`config.mk`:
```
export PLATFORM = sky130hd
export DESIGN_NAME = rotate_writer
export DESIGN_NICKNAME = d
export VERILOG_FILES = /design/src/rtl/rotate_writer.sv
export SDC_FILE = /design/constraint.sdc
export NUM_CORES = 1
export LEC_CHECK = 0
export ABC_CLOCK_PERIOD_IN_PS = 4800
export BUFFER_PORTS_ARGS = -buffer_cell sky130_fd_sc_hd__buf_4
export CORE_UTILIZATION = 43
export DETAILED_ROUTE_END_ITERATION = 10
export PLACE_DENSITY = 0.64
export SYNTH_ARGS = -nofsm -noshare
export SYNTH_HDL_FRONTEND = slang
export SYNTH_SLANG_ARGS = --single-unit
```
`constraint.sdc`:
```
create_clock -name clk_in -period 4.8 [get_ports clk_in]
set_input_delay 0.48 -clock clk_in [delete_from_list [all_inputs] [get_ports clk_in]]
set_output_delay 0.48 -clock clk_in [all_outputs]
set_load 0.01 [all_outputs]
```
`src/rtl/rotate_writer.sv`:
```
// rotate_writer: stores a raster camera stream into the frame buffer rotated 90 deg clockwise.
// Optional macro ROTATE_WR_MIRROR_EN: row offset counts up instead (transpose / mirrored rotation).
`default_nettype none

module rotate_writer #(
    parameter int WIDTH  = 320,
    parameter int HEIGHT = 320
) (
    input  logic        clk_in,
    input  logic        rst_in,
    input  logic        frame_start_in,
    input  logic        pixel_valid_in,
    input  logic [15:0] pixel_in,
    output logic [16:0] wr_addr_out,
    output logic [15:0] wr_data_out,
    output logic        wr_en_out,
    output logic        frame_done_out,
    output logic        frame_err_out,
    output logic        busy_out
);

    localparam int XW = (WIDTH  > 1) ? $clog2(WIDTH)  : 1;
    localparam int YW = (HEIGHT > 1) ? $clog2(HEIGHT) : 1;

    localparam logic [XW-1:0] X_LAST    = XW'(WIDTH - 1);
    localparam logic [YW-1:0] Y_LAST    = YW'(HEIGHT - 1);
    localparam logic [16:0]   BASE_STEP = 17'(HEIGHT);
`ifdef ROTATE_WR_MIRROR_EN
    localparam logic [16:0]   OFF_INIT  = 17'd0;
`else
    localparam logic [16:0]   OFF_INIT  = 17'(HEIGHT - 1);
`endif

    typedef enum logic [0:0] {
        IDLE   = 1'b0,
        ACTIVE = 1'b1
    } state_t;

    state_t        state, state_nxt;
    logic [XW-1:0] x, x_eff, x_nxt;
    logic [YW-1:0] y, y_eff, y_nxt;
    logic [16:0]   base, base_eff, base_nxt;
    logic [16:0]   off, off_eff, off_nxt;
    logic          active, last_px, restart, abort, accept;

    // The *_eff values are the position of the pixel presented this cycle,
    // which is (0,0) whenever a frame start takes effect.
    always_comb begin
        active    = (state == ACTIVE);
        last_px   = active && pixel_valid_in && (x == X_LAST) && (y == Y_LAST);
        restart   = frame_start_in && !last_px;
        abort     = restart && active;
        accept    = pixel_valid_in && (active || frame_start_in);

        x_eff     = restart ? '0       : x;
        y_eff     = restart ? '0       : y;
        base_eff  = restart ? 17'd0    : base;
        off_eff   = restart ? OFF_INIT : off;

        state_nxt = state;
        x_nxt     = x_eff;
        y_nxt     = y_eff;
        base_nxt  = base_eff;
        off_nxt   = off_eff;

        if (frame_start_in) begin
            state_nxt = ACTIVE;
        end else if (last_px) begin
            state_nxt = IDLE;
        end

        if (last_px) begin
            x_nxt    = '0;
            y_nxt    = '0;
            base_nxt = 17'd0;
            off_nxt  = OFF_INIT;
        end else if (accept) begin
            if (x_eff == X_LAST) begin
                x_nxt    = '0;
                y_nxt    = y_eff + YW'(1);
                base_nxt = 17'd0;
`ifdef ROTATE_WR_MIRROR_EN
                off_nxt  = off_eff + 17'd1;
`else
                off_nxt  = off_eff - 17'd1;
`endif
            end else begin
                x_nxt    = x_eff + XW'(1);
                base_nxt = base_eff + BASE_STEP;
            end
        end
    end

    always_ff @(posedge clk_in or negedge rst_in) begin
        if (!rst_in) begin
            state <= IDLE;
            x     <= '0;
            y     <= '0;
            base  <= 17'd0;
            off   <= OFF_INIT;
        end else begin
            state <= state_nxt;
            x     <= x_nxt;
            y     <= y_nxt;
            base  <= base_nxt;
            off   <= off_nxt;
        end
    end

    always_ff @(posedge clk_in or negedge rst_in) begin
        if (!rst_in) begin
            wr_addr_out    <= 17'd0;
            wr_data_out    <= 16'd0;
            wr_en_out      <= 1'b0;
            frame_done_out <= 1'b0;
            frame_err_out  <= 1'b0;
        end else begin
            wr_en_out      <= accept;
            frame_done_out <= last_px;
            frame_err_out  <= abort;
            if (accept) begin
                wr_addr_out <= base_eff + off_eff;
                wr_data_out <= pixel_in;
            end
        end
    end

    assign busy_out = active;

endmodule

`default_nettype wire

```
==> flow_summary.toml, run 1 <==
[worst_hold_path]
timing.hold.worst.class = "input pin to async pin"

[placement]
placed_area_um2 = 5470
placedCellCount = 741
placement.setup.worst_slack_ns = 0.290
buffer_ports.inserted = 56
gp_routability_congestion = 0.830
dpl.hpwl_mm = 7.94

[timing]
fin_crit_ns = 4.39
hold_violations_final = 0
setup_total_negative_slack_ns = 0
setup-violations-final = 0
finalCritPeriodShare_pct = 91.5
fin_worst_skew_ns = 0.0111
worst_setup_slack_final_ns = 0.410
worstMarginPinSlew_ns = 0.789
timing.final.max_slew_violations = 0
grt_setup_unrepaired = "false"
worst_slew_margin_rel_pct = 47.4
max_freq_mhz = 228

[clocking]
root_buffer = "sky130_fd_sc_hd__clkbuf_16"
clkLatencyLatePin_ns = 0.34
cts_tree = "built"
clk_pin_slew_ns = 0.07
cts_sinks = 89
hold_buffers = 0
number_of_buffers_on_the_longest_clock_path = 2
cts.repair.resized = 0
cts_post_setup_buffers_inserted = 0
clock_tree.htree_level_count = 3
cts_made_buffers = 9

[route]
finalWirelength_mm = 11.2
remaining_drc_errors = 0
drt-wirelength-per-cell_um = 14.8
detail_route.first_pass.iterations = 7
vias = 4047
ant_nets = 0
via_per_inst = 5.35
drt-initial-drc-count = 198

[global_routing]
grt_max_degree = 65
grt_pass1_wl_mm = 18.6
global_route.usage.total_pct = 20.4
grt_pass1_vias = 3851
antenna_violations_before_repair = 0
gr-total-overflow = 0

[critical_path]
worst_ep_arrival_time_ns = 4.59
element_type_at_the_critical_path_start = "flop"
crit_fanout = 6
timing.critical_path.required_ns = 5.00
crit_type = "flop to flop"
endpoint_kind = "flop"

[synthesis]
synth_cell_type_count = 60
async_reset_ff_share_pct = 100
syn_nets = 599
synthCells = 567
postSynthAreaPerCell_um2 = 8.66
synth_largest_area_cell = "sky130_fd_sc_hd__dfrtp_1"
synthesis.area_um2 = 4910
synth.top_cell.area_share_pct = 41.8
ys.warnings.count = 0
most_used_flip_flop_cell_after_synthesis = "sky130_fd_sc_hd__dfrtp_1"
ys_seq_elements = 89
post-synth-top-count-cell = "sky130_fd_sc_hd__nand2_1"
synth_enable_flop_cells = 0
netlist_top_cells_area = "sky130_fd_sc_hd__dfrtp_1 (42%), sky130_fd_sc_hd__nand2_1 (9.4%), sky130_fd_sc_hd__xnor2_1 (5.9%)"
synth.cells.most_frequent = "sky130_fd_sc_hd__nand2_1 (123), sky130_fd_sc_hd__dfrtp_1 (82), sky130_fd_sc_hd__nor2_1 (69), sky130_fd_sc_hd__xnor2_1 (33), sky130_fd_sc_hd__clkbuf_1 (27)"
sequential_share_of_the_synthesized_area_pct = 45.5

[power_and_ir_drop]
combinationalPowerShare_pct = 10.8
sw_frac_of_total_pct = 25.6
ir_worst_vdd_v = 0.000186
internal_power_mw = 1.27
power.density_cell_area_nw_per_um2 = 296
power.net_switching_uw = 437
seqPwrFrac_pct = 47.6
power.leakage_nw = 2.70
pwr-share-clk_pct = 41.6
total_power_mw = 1.71

[floorplan]
die_h_um = 109
ioPinCount = 57
fp.coreArea_um2 = 11000
initial_utilization_pct = 44.7
die_width_um = 109
core.rowCount = 38
die-area_um2 = 11900

[cells_and_area]
nNetsFinal = 644
final_layout_size_suffix_gt1_share_pct = 16.2
layoutNonFillerInstCount = 757
area_delta_synth_final_pct = 17.6
fillCellCount = 1033
final_design_area_no_fill_um2 = 5780
insertedDiodeCount = 0

[job]
timing.max_cap.violations = 0

[outcome]
run_status = "complete, no violations"
## layout make-up
cell class                      count  area (um^2)  share of cell area, %
Timing Repair Buffer               65          488                   8.45
Clock inverter                      7         75.1                   1.30
Multi-Input combinational cell    433         2520                   43.7
Inverter                           14         52.6                  0.910
Tap cell                          140          175                   3.03
Sequential cell                    89         2240                   38.7
Clock buffer                        9          225                   3.90
## metal layers
layer | track usage [%] | share of wire [%] | vias up
li1 | - | - | 1994
met1 | 28.0 | 48 | 1950
met2 | 31.9 | 47 | 90
met3 | 4.42 | 4.2 | 13
met4 | 7.05 | 1.3 | 0
met5 | 0 | 0 | -
## cell usage in the layout, fill, tap and decap left out, types with 2 or more instances in the layout
master	Yosys	layout
sky130_fd_sc_hd__o31ai_1	3	3
sky130_fd_sc_hd__and2_1	22	22
sky130_fd_sc_hd__nand4b_1	2	2
sky130_fd_sc_hd__a21oi_1	16	16
sky130_fd_sc_hd__a21o_1	4	3
sky130_fd_sc_hd__a211oi_1	3	3
sky130_fd_sc_hd__buf_4	0	65
sky130_fd_sc_hd__mux2_2	2	2
sky130_fd_sc_hd__nor2b_1	3	3
sky130_fd_sc_hd__nor4b_1	3	3
sky130_fd_sc_hd__o22ai_1	3	3
sky130_fd_sc_hd__nor2_1	69	69
sky130_fd_sc_hd__and3_1	5	5
sky130_fd_sc_hd__clkbuf_16	0	9
sky130_fd_sc_hd__clkinv_2	0	2
sky130_fd_sc_hd__nand2_1	123	123
sky130_fd_sc_hd__nor4_1	2	2
sky130_fd_sc_hd__dfstp_2	7	7
sky130_fd_sc_hd__inv_1	13	13
sky130_fd_sc_hd__dfrtp_1	82	82
sky130_fd_sc_hd__nor3_1	12	12
sky130_fd_sc_hd__a221oi_1	5	4
sky130_fd_sc_hd__nand2b_1	4	4
sky130_fd_sc_hd__o211ai_1	3	3
sky130_fd_sc_hd__xor2_1	25	25
sky130_fd_sc_hd__xnor2_1	33	33
sky130_fd_sc_hd__nand3_1	10	10
sky130_fd_sc_hd__or3_1	2	2
sky130_fd_sc_hd__o21ai_0	26	25
sky130_fd_sc_hd__inv_6	0	3
sky130_fd_sc_hd__nand4_1	9	9
sky130_fd_sc_hd__a31oi_1	6	6
sky130_fd_sc_hd__ha_1	11	11
## worst paths after layout
| path | to | slack [ns] | from | cells after the start |
|---|---|---|---|---|
| setup / recovery | wr_addr_out[16] | 0.41 | x[6] | 17 |
| min in group clk_in | wr_data_out[11] | 0.32 | pixel_in[11] | 3 |
| hold reg to reg | wr_addr_out[4] | 0.48 | wr_addr_out[4] | 2 |
| max in group asynchronous | wr_data_out[3] | 3.67 | rst_in | 2 |
| hold / removal | y[3] | 0.03 | rst_in | 1 |
| setup reg to reg | wr_addr_out[16] | 0.41 | x[6] | 17 |
## kinds of logic after synthesis
family	synth area share, %
AOI/OAI and AO/OA	11.2
DFF	45.5
xor gates and xnor gates	10.3
adders and majority gates	3.41
buffers and inverters	3.46
muxes	0.662
and+or+nand+nor	25.4
## power groups by stage
stage,Sequential [mW],Clock [mW],Combinational [mW]
floorplan,0.823,0,0.0993
global placement,0.827,0,0.184
detailed placement,0.828,0,0.186
CTS,0.814,0.731,0.188
global route,0.820,0.758,0.208
finish,0.814,0.710,0.185
## metrics by stage
stage / hold WS (ns) / utilization (%)
global route: 0.0544 / 52.6
finish: 0.0327 / 52.6
CTS: 0.0386 / 52.5
detailed placement: 0.410 / 49.8
floorplan: 0.184 / -
global placement: 0.404 / 49.8
## sequential cells by signal (all words and copies together) (netlist names)
register	count
off	17
wr_addr_out	17
y	9
busy_out	1
frame_err_out	1
base	17
wr_en_out	1
x	9
wr_data_out	16
frame_done_out	1
## worst max-delay path, cell delays in order, from the launching register on
cell and delay [ns]:
sky130_fd_sc_hd__dfrtp_1 0.41, sky130_fd_sc_hd__or3b_4 0.44, sky130_fd_sc_hd__nor4_4 0.31, sky130_fd_sc_hd__a21oi_2 0.18
sky130_fd_sc_hd__nor2_1 0.23, sky130_fd_sc_hd__inv_1 0.08, sky130_fd_sc_hd__ha_1 0.22, sky130_fd_sc_hd__fa_1 0.44
sky130_fd_sc_hd__maj3_1 0.40, sky130_fd_sc_hd__a221oi_1 0.30, sky130_fd_sc_hd__o31a_1 0.23, sky130_fd_sc_hd__a221oi_2 0.10
sky130_fd_sc_hd__o21ai_1 0.20, sky130_fd_sc_hd__a21boi_0 0.14, sky130_fd_sc_hd__o21ai_0 0.23, sky130_fd_sc_hd__a21oi_1 0.12
sky130_fd_sc_hd__xnor2_1 0.14, sky130_fd_sc_hd__o21ai_0 0.08
Power figures use the tool's default switching activity.
==> run 2, diff against run 1 <==
CORE_ASPECT_RATIO = 1.4   (was not set)
CORE_UTILIZATION = 35   (was 43)
MAX_ROUTING_LAYER = met4   (was not set)
PLACE_DENSITY = 0.54   (was 0.64)
==> run 2 against run 1 <==
  * Utilization is 9.3 points lower
  * Combinational power is 2% higher
  * Sequential power hardly changed
  * Via count hardly changed
  * Design area is 1.2% higher
  * Clock power is 5.9% higher
  * Flip-flop and latch count stayed put
  * First-iteration DRC count is 33% lower
==> flow_summary.toml, run 2 (synthesis results as in run 1) <==
[timing]
worstMarginPinSlew_ns = 0.669
worst_slew_margin_rel_pct = 55.1
max_freq_mhz = 225
finalCritPeriodShare_pct = 92.5
timing.final.max_slew_violations = 0
setup_total_negative_slack_ns = 0
setup-violations-final = 0
fin_worst_skew_ns = 0.00990
grt_setup_unrepaired = "false"
worst_setup_slack_final_ns = 0.361
hold_violations_final = 0
fin_crit_ns = 4.44

[route]
met2WireLength_mm = 6.19
remaining_drc_errors = 0
top_layer = "met4"
via_per_inst = 5.06
drt-initial-drc-count = 132
drt-wirelength-per-cell_um = 15.2
finalWirelength_mm = 12.1
met3WireLength_um = 431
drt-met1-wl_mm = 5.23
ant_nets = 0
vias = 4051
detail_route.first_pass.iterations = 6

[critical_path]
element_type_at_the_critical_path_start = "flop"
r2r.worst_path.cells = 17
timing.reg2reg.setup_slack_ns = 0.36
timing.critical_path.required_ns = 5.00
worst_ep_arrival_time_ns = 4.64
crit_type = "flop to flop"
endpoint_kind = "flop"
crit_fanout = 5

[cells_and_area]
fillCellCount = 1351
commonest_non_fill_non_tap_cell_in_the_layout = "sky130_fd_sc_hd__nand2_1"
insertedDiodeCount = 0
final_layout_size_suffix_gt1_share_pct = 16.2
area_delta_synth_final_pct = 19.1
multi_input_comb_area_um2 = 2520
nNetsFinal = 645
top_regs = "base x17, off x17, wr_addr_out x17"
layout_common_cells = "sky130_fd_sc_hd__nand2_1 (123), sky130_fd_sc_hd__dfrtp_1 (82), sky130_fd_sc_hd__nor2_1 (69), sky130_fd_sc_hd__buf_4 (66), sky130_fd_sc_hd__xnor2_1 (33)"
ff_latch_area_um2 = 2240

[placement]
buffer_ports.inserted = 56
gp_routability_congestion = 0.848
placement.setup.worst_slack_ns = 0.267
dpl.hpwl_mm = 8.56

[clocking]
cts_tree = "built"
clkLatencyLatePin_ns = 0.35
cts_sinks = 89
cts_made_buffers = 9
hold_buffers = 0
clock_tree.htree_level_count = 3
clk_pin_slew_ns = 0.06
number_of_buffers_on_the_longest_clock_path = 2
root_buffer = "sky130_fd_sc_hd__clkbuf_16"

[global_routing]
grt_max_degree = 49
global_route.usage.total_pct = 18.6
grt_pass1_vias = 4078
gr-total-overflow = 0
grt_pass1_wl_mm = 20.1
antenna_violations_before_repair = 0

[floorplan]
fp.coreArea_um2 = 13500
die-area_um2 = 14500
die_width_um = 102
ioPinCount = 57
core.rowCount = 50
die_h_um = 142
initial_utilization_pct = 36.3

[power_and_ir_drop]
total_power_mw = 1.76
power.leakage_nw = 2.71
power.density_cell_area_nw_per_um2 = 300
ir_worst_vdd_v = 0.000165

[job]
timing.max_cap.violations = 0

[worst_hold_path]
timing.hold.worst.class = "input pin to async pin"

[outcome]
run_status = "complete, no violations"
==> run 2: worst paths after layout <==
| check | from | endpoint |
|---|---|---|
| max in group asynchronous | rst_in | off[8] |
| setup / recovery | x[4] | wr_addr_out[16] |
| min in group clk_in | pixel_in[13] | wr_data_out[13] |
| hold reg to reg | wr_data_out[1] | wr_data_out[1] |
| setup reg to reg | x[4] | wr_addr_out[16] |
| hold / removal | rst_in | wr_addr_out[5] |
==> run 2: metal layers <==
layer / global-route usage [%] / vias up
met5: - / -
met4: 7.29 / 0
met3: 3.59 / 23
met2: 31.9 / 106
met1: 20.9 / 1926
li1: - / 1996
==> run 2: layout make-up <==
cell class	count	share of cell area (%)
Clock buffer	10	3.92
Clock inverter	6	1.41
Inverter	14	0.899
Multi-Input combinational cell	433	43.2
Sequential cell	89	38.2
Tap cell	182	3.89
Timing Repair Buffer	66	8.47
==> run 2: repair_timing <==
item,in CTS,in global routing
resized for setup,0,2
endpoints found under the setup margin,0,3
setup buffers,0,1
==> run 2: metrics by stage <==
step                hold WS [ns]  util [%]  area [um^2]  cells
global route               0.189      43.3         5850    800
CTS                        0.164      43.2         5830    799
global placement           0.459      40.9         5520    783
detailed placement         0.463      40.9         5520    783
floorplan                  0.184         -         4910    567
finish                     0.144      43.3         5850    800
==> run 2: where the power goes <==
part / internal (mW) / switching (mW) / total, mW
Sequential: 0.782 / 0.0322 / 0.815
Clock: 0.454 / 0.298 / 0.752
Combinational: 0.0824 / 0.107 / 0.189
==> run 2: worst max-delay path, stage by stage (launching register included) <==
cell and delay, ns:
sky130_fd_sc_hd__dfrtp_1 0.41, sky130_fd_sc_hd__nand2_1 0.15, sky130_fd_sc_hd__nor3_1 0.55, sky130_fd_sc_hd__a21oi_2 0.15, sky130_fd_sc_hd__nor2_1 0.24, sky130_fd_sc_hd__inv_1 0.08, sky130_fd_sc_hd__ha_1 0.23, sky130_fd_sc_hd__fa_1 0.44
sky130_fd_sc_hd__maj3_1 0.39, sky130_fd_sc_hd__a221oi_1 0.30, sky130_fd_sc_hd__o31a_1 0.22, sky130_fd_sc_hd__a221oi_2 0.11, sky130_fd_sc_hd__o21ai_0 0.26, sky130_fd_sc_hd__a21boi_0 0.16, sky130_fd_sc_hd__o21ai_0 0.24, sky130_fd_sc_hd__a21oi_1 0.12
sky130_fd_sc_hd__xnor2_1 0.17, sky130_fd_sc_hd__o21ai_0 0.08
==> run 3, diff against run 2 <==
CORE_UTILIZATION = 53   (was 35)
CTS_BUF_LIST = sky130_fd_sc_hd__clkbuf_16   (was not set)
PLACE_DENSITY = 0.76   (was 0.54)
TNS_END_PERCENT = 1   (was not set)
==> run 3 against run 2 <==
  * Setup slack gained 0.016 ns
  * Count of clock-buffer cells in the layout is 1 lower
  * Clock skew decreased by 0.0024 ns
  * Hold slack worse by 0.047 ns
  * Final cell count is 9.6% lower
  * Utilization up 20 points
  * Power fell by 8.0%
  * Sequential power about the same
  * Critical path depth shrank 2
  * Design area down 2.8%
  * Flip-flop and latch count unchanged
  * Highest routed layer unchanged
==> flow_summary.toml, run 3 (synthesis results as in run 1) <==
[outcome]
run_status = "complete, no violations"

[power_and_ir_drop]
ir_worst_vdd_v = 0.000254
total_power_mw = 1.62
power.density_cell_area_nw_per_um2 = 284
power.leakage_nw = 2.68

[cells_and_area]
area_delta_synth_final_pct = 15.7
commonest_non_fill_non_tap_cell_in_the_layout = "sky130_fd_sc_hd__nand2_1"
layout_common_cells = "sky130_fd_sc_hd__nand2_1 (123), sky130_fd_sc_hd__dfrtp_1 (82), sky130_fd_sc_hd__nor2_1 (69), sky130_fd_sc_hd__buf_4 (65), sky130_fd_sc_hd__xnor2_1 (33)"
nNetsFinal = 644
multi_input_comb_area_um2 = 2520
ff_latch_area_um2 = 2240
fillCellCount = 770
insertedDiodeCount = 0
final_layout_size_suffix_gt1_share_pct = 15.1
top_regs = "base x17, off x17, wr_addr_out x17"

[placement]
buffer_ports.inserted = 56
gp_routability_congestion = 0.888
dpl.hpwl_mm = 8.10
placement.setup.worst_slack_ns = 0.283

[route]
via_per_inst = 5.65
detail_route.first_pass.iterations = 6
ant_nets = 0
finalWirelength_mm = 11.4
drt-wirelength-per-cell_um = 15.7
drt-initial-drc-count = 209
vias = 4087
remaining_drc_errors = 0

[global_routing]
global_route.usage.total_pct = 26.4
grt_max_degree = 53
grt_pass1_wl_mm = 19.3
antenna_violations_before_repair = 0
gr-total-overflow = 0
grt_pass1_vias = 4144

[critical_path]
crit_type = "flop to flop"
endpoint_kind = "flop"
crit_fanout = 7
rr_endpoint = "wr_addr_out[15]"
worst_ep_arrival_time_ns = 4.71
critical_path.reg2reg.startpoint = "x[6]"
r2r.worst_path.cells = 15
timing.critical_path.required_ns = 5.09
element_type_at_the_critical_path_start = "flop"
timing.reg2reg.setup_slack_ns = 0.38

[floorplan]
core.rowCount = 41
die_width_um = 83.4
fp.coreArea_um2 = 9030
initial_utilization_pct = 54.4
ioPinCount = 57
die_h_um = 116
die-area_um2 = 9660

[timing]
finalCritPeriodShare_pct = 92.1
hold_violations_final = 0
timing.final.max_slew_violations = 0
max_freq_mhz = 226
fin_worst_skew_ns = 0.00753
worst_setup_slack_final_ns = 0.377
grt_setup_unrepaired = "false"
fin_crit_ns = 4.42
setup_total_negative_slack_ns = 0
setup-violations-final = 0
worstMarginPinSlew_ns = 0.654
worst_slew_margin_rel_pct = 56.4

[worst_hold_path]
timing.hold.worst.class = "input pin to async pin"

[clocking]
cts_tree = "built"
cts_sinks = 89
number_of_buffers_on_the_longest_clock_path = 2
clk_pin_slew_ns = 0.06
clock_tree.htree_level_count = 3
cts_made_buffers = 9
clkLatencyLatePin_ns = 0.35
root_buffer = "sky130_fd_sc_hd__clkbuf_16"

[job]
timing.max_cap.violations = 0
run 3: changes by cell type in the layout (fill, tap and decap cells not counted), sizes merged:
cell and change:
clkinv +1, buf -1, inv +1, bufinv -2, clkbuf -1
run 3: final cells by class:
class,count,share of cell area [%]
Clock inverter,6,0.485
Inverter,14,0.925
Clock buffer,9,3.96
Timing Repair Buffer,65,8.59
Sequential cell,89,39.4
Multi-Input combinational cell,433,44.3
Tap cell,107,2.36
run 3: how the worst max path moves through the flow:
stage                      end  slack (ns)  startpoint
6_report       wr_addr_out[15]        0.38        x[6]
5_1_grt        wr_addr_out[15]        0.02        x[6]
4_1_cts        wr_addr_out[16]        0.26        x[6]
3_5_place_dp   wr_addr_out[16]        0.28        x[6]
3_3_place_gp   wr_addr_out[16]        0.44        x[6]
2_1_floorplan  wr_addr_out[15]        0.17        x[6]
run 3: through the flow:
step / utilization (%) / cell area, um^2 / hold slack [ns] / cells
2_1_floorplan: - / 4910 / 0.184 / 567
3_3_place_gp: 60.1 / 5430 / 0.459 / 708
3_5_place_dp: 60.1 / 5430 / 0.464 / 708
4_1_cts: 62.9 / 5680 / 0.121 / 723
5_1_grt: 62.9 / 5680 / 0.144 / 723
6_report: 62.9 / 5680 / 0.0970 / 723
run 3: repair_timing:
action,in CTS,in global routing
endpoints found under the hold margin,0,0
hold buffers,0,0
resized for setup,0,2
setup buffers,0,0
endpoints found under the setup margin,0,3
run 3: per-layer routing:
| metal | GRT usage (%) | routed length, um | vias up |
|---|---|---|---|
| li1 | - | - | 1991 |
| met1 | 28.1 | 4410 | 1932 |
| met2 | 46.2 | 5970 | 129 |
| met3 | 4.63 | 560 | 35 |
| met4 | 15.4 | 437 | 0 |
| met5 | - | 0 | - |
run 3: critical path: stages (launching register included):
cell and delay (ns):
sky130_fd_sc_hd__dfrtp_1 0.42, sky130_fd_sc_hd__or3b_4 0.44, sky130_fd_sc_hd__nor4_4 0.31, sky130_fd_sc_hd__a21o_1 0.28
sky130_fd_sc_hd__and2_1 0.24, sky130_fd_sc_hd__ha_1 0.27, sky130_fd_sc_hd__a21o_1 0.23, sky130_fd_sc_hd__o211ai_1 0.20
sky130_fd_sc_hd__nand2_1 0.12, sky130_fd_sc_hd__a211oi_2 0.28, sky130_fd_sc_hd__a221oi_1 0.20, sky130_fd_sc_hd__a222oi_1 0.29
sky130_fd_sc_hd__o22ai_1 0.20, sky130_fd_sc_hd__a221o_1 0.35, sky130_fd_sc_hd__a2111oi_1 0.38, sky130_fd_sc_hd__nand3b_1 0.15
run 3: power breakdown:
part	internal (mW)	switching, mW
clock network	0.339	0.275
logic	0.0823	0.104
registers	0.783	0.0320
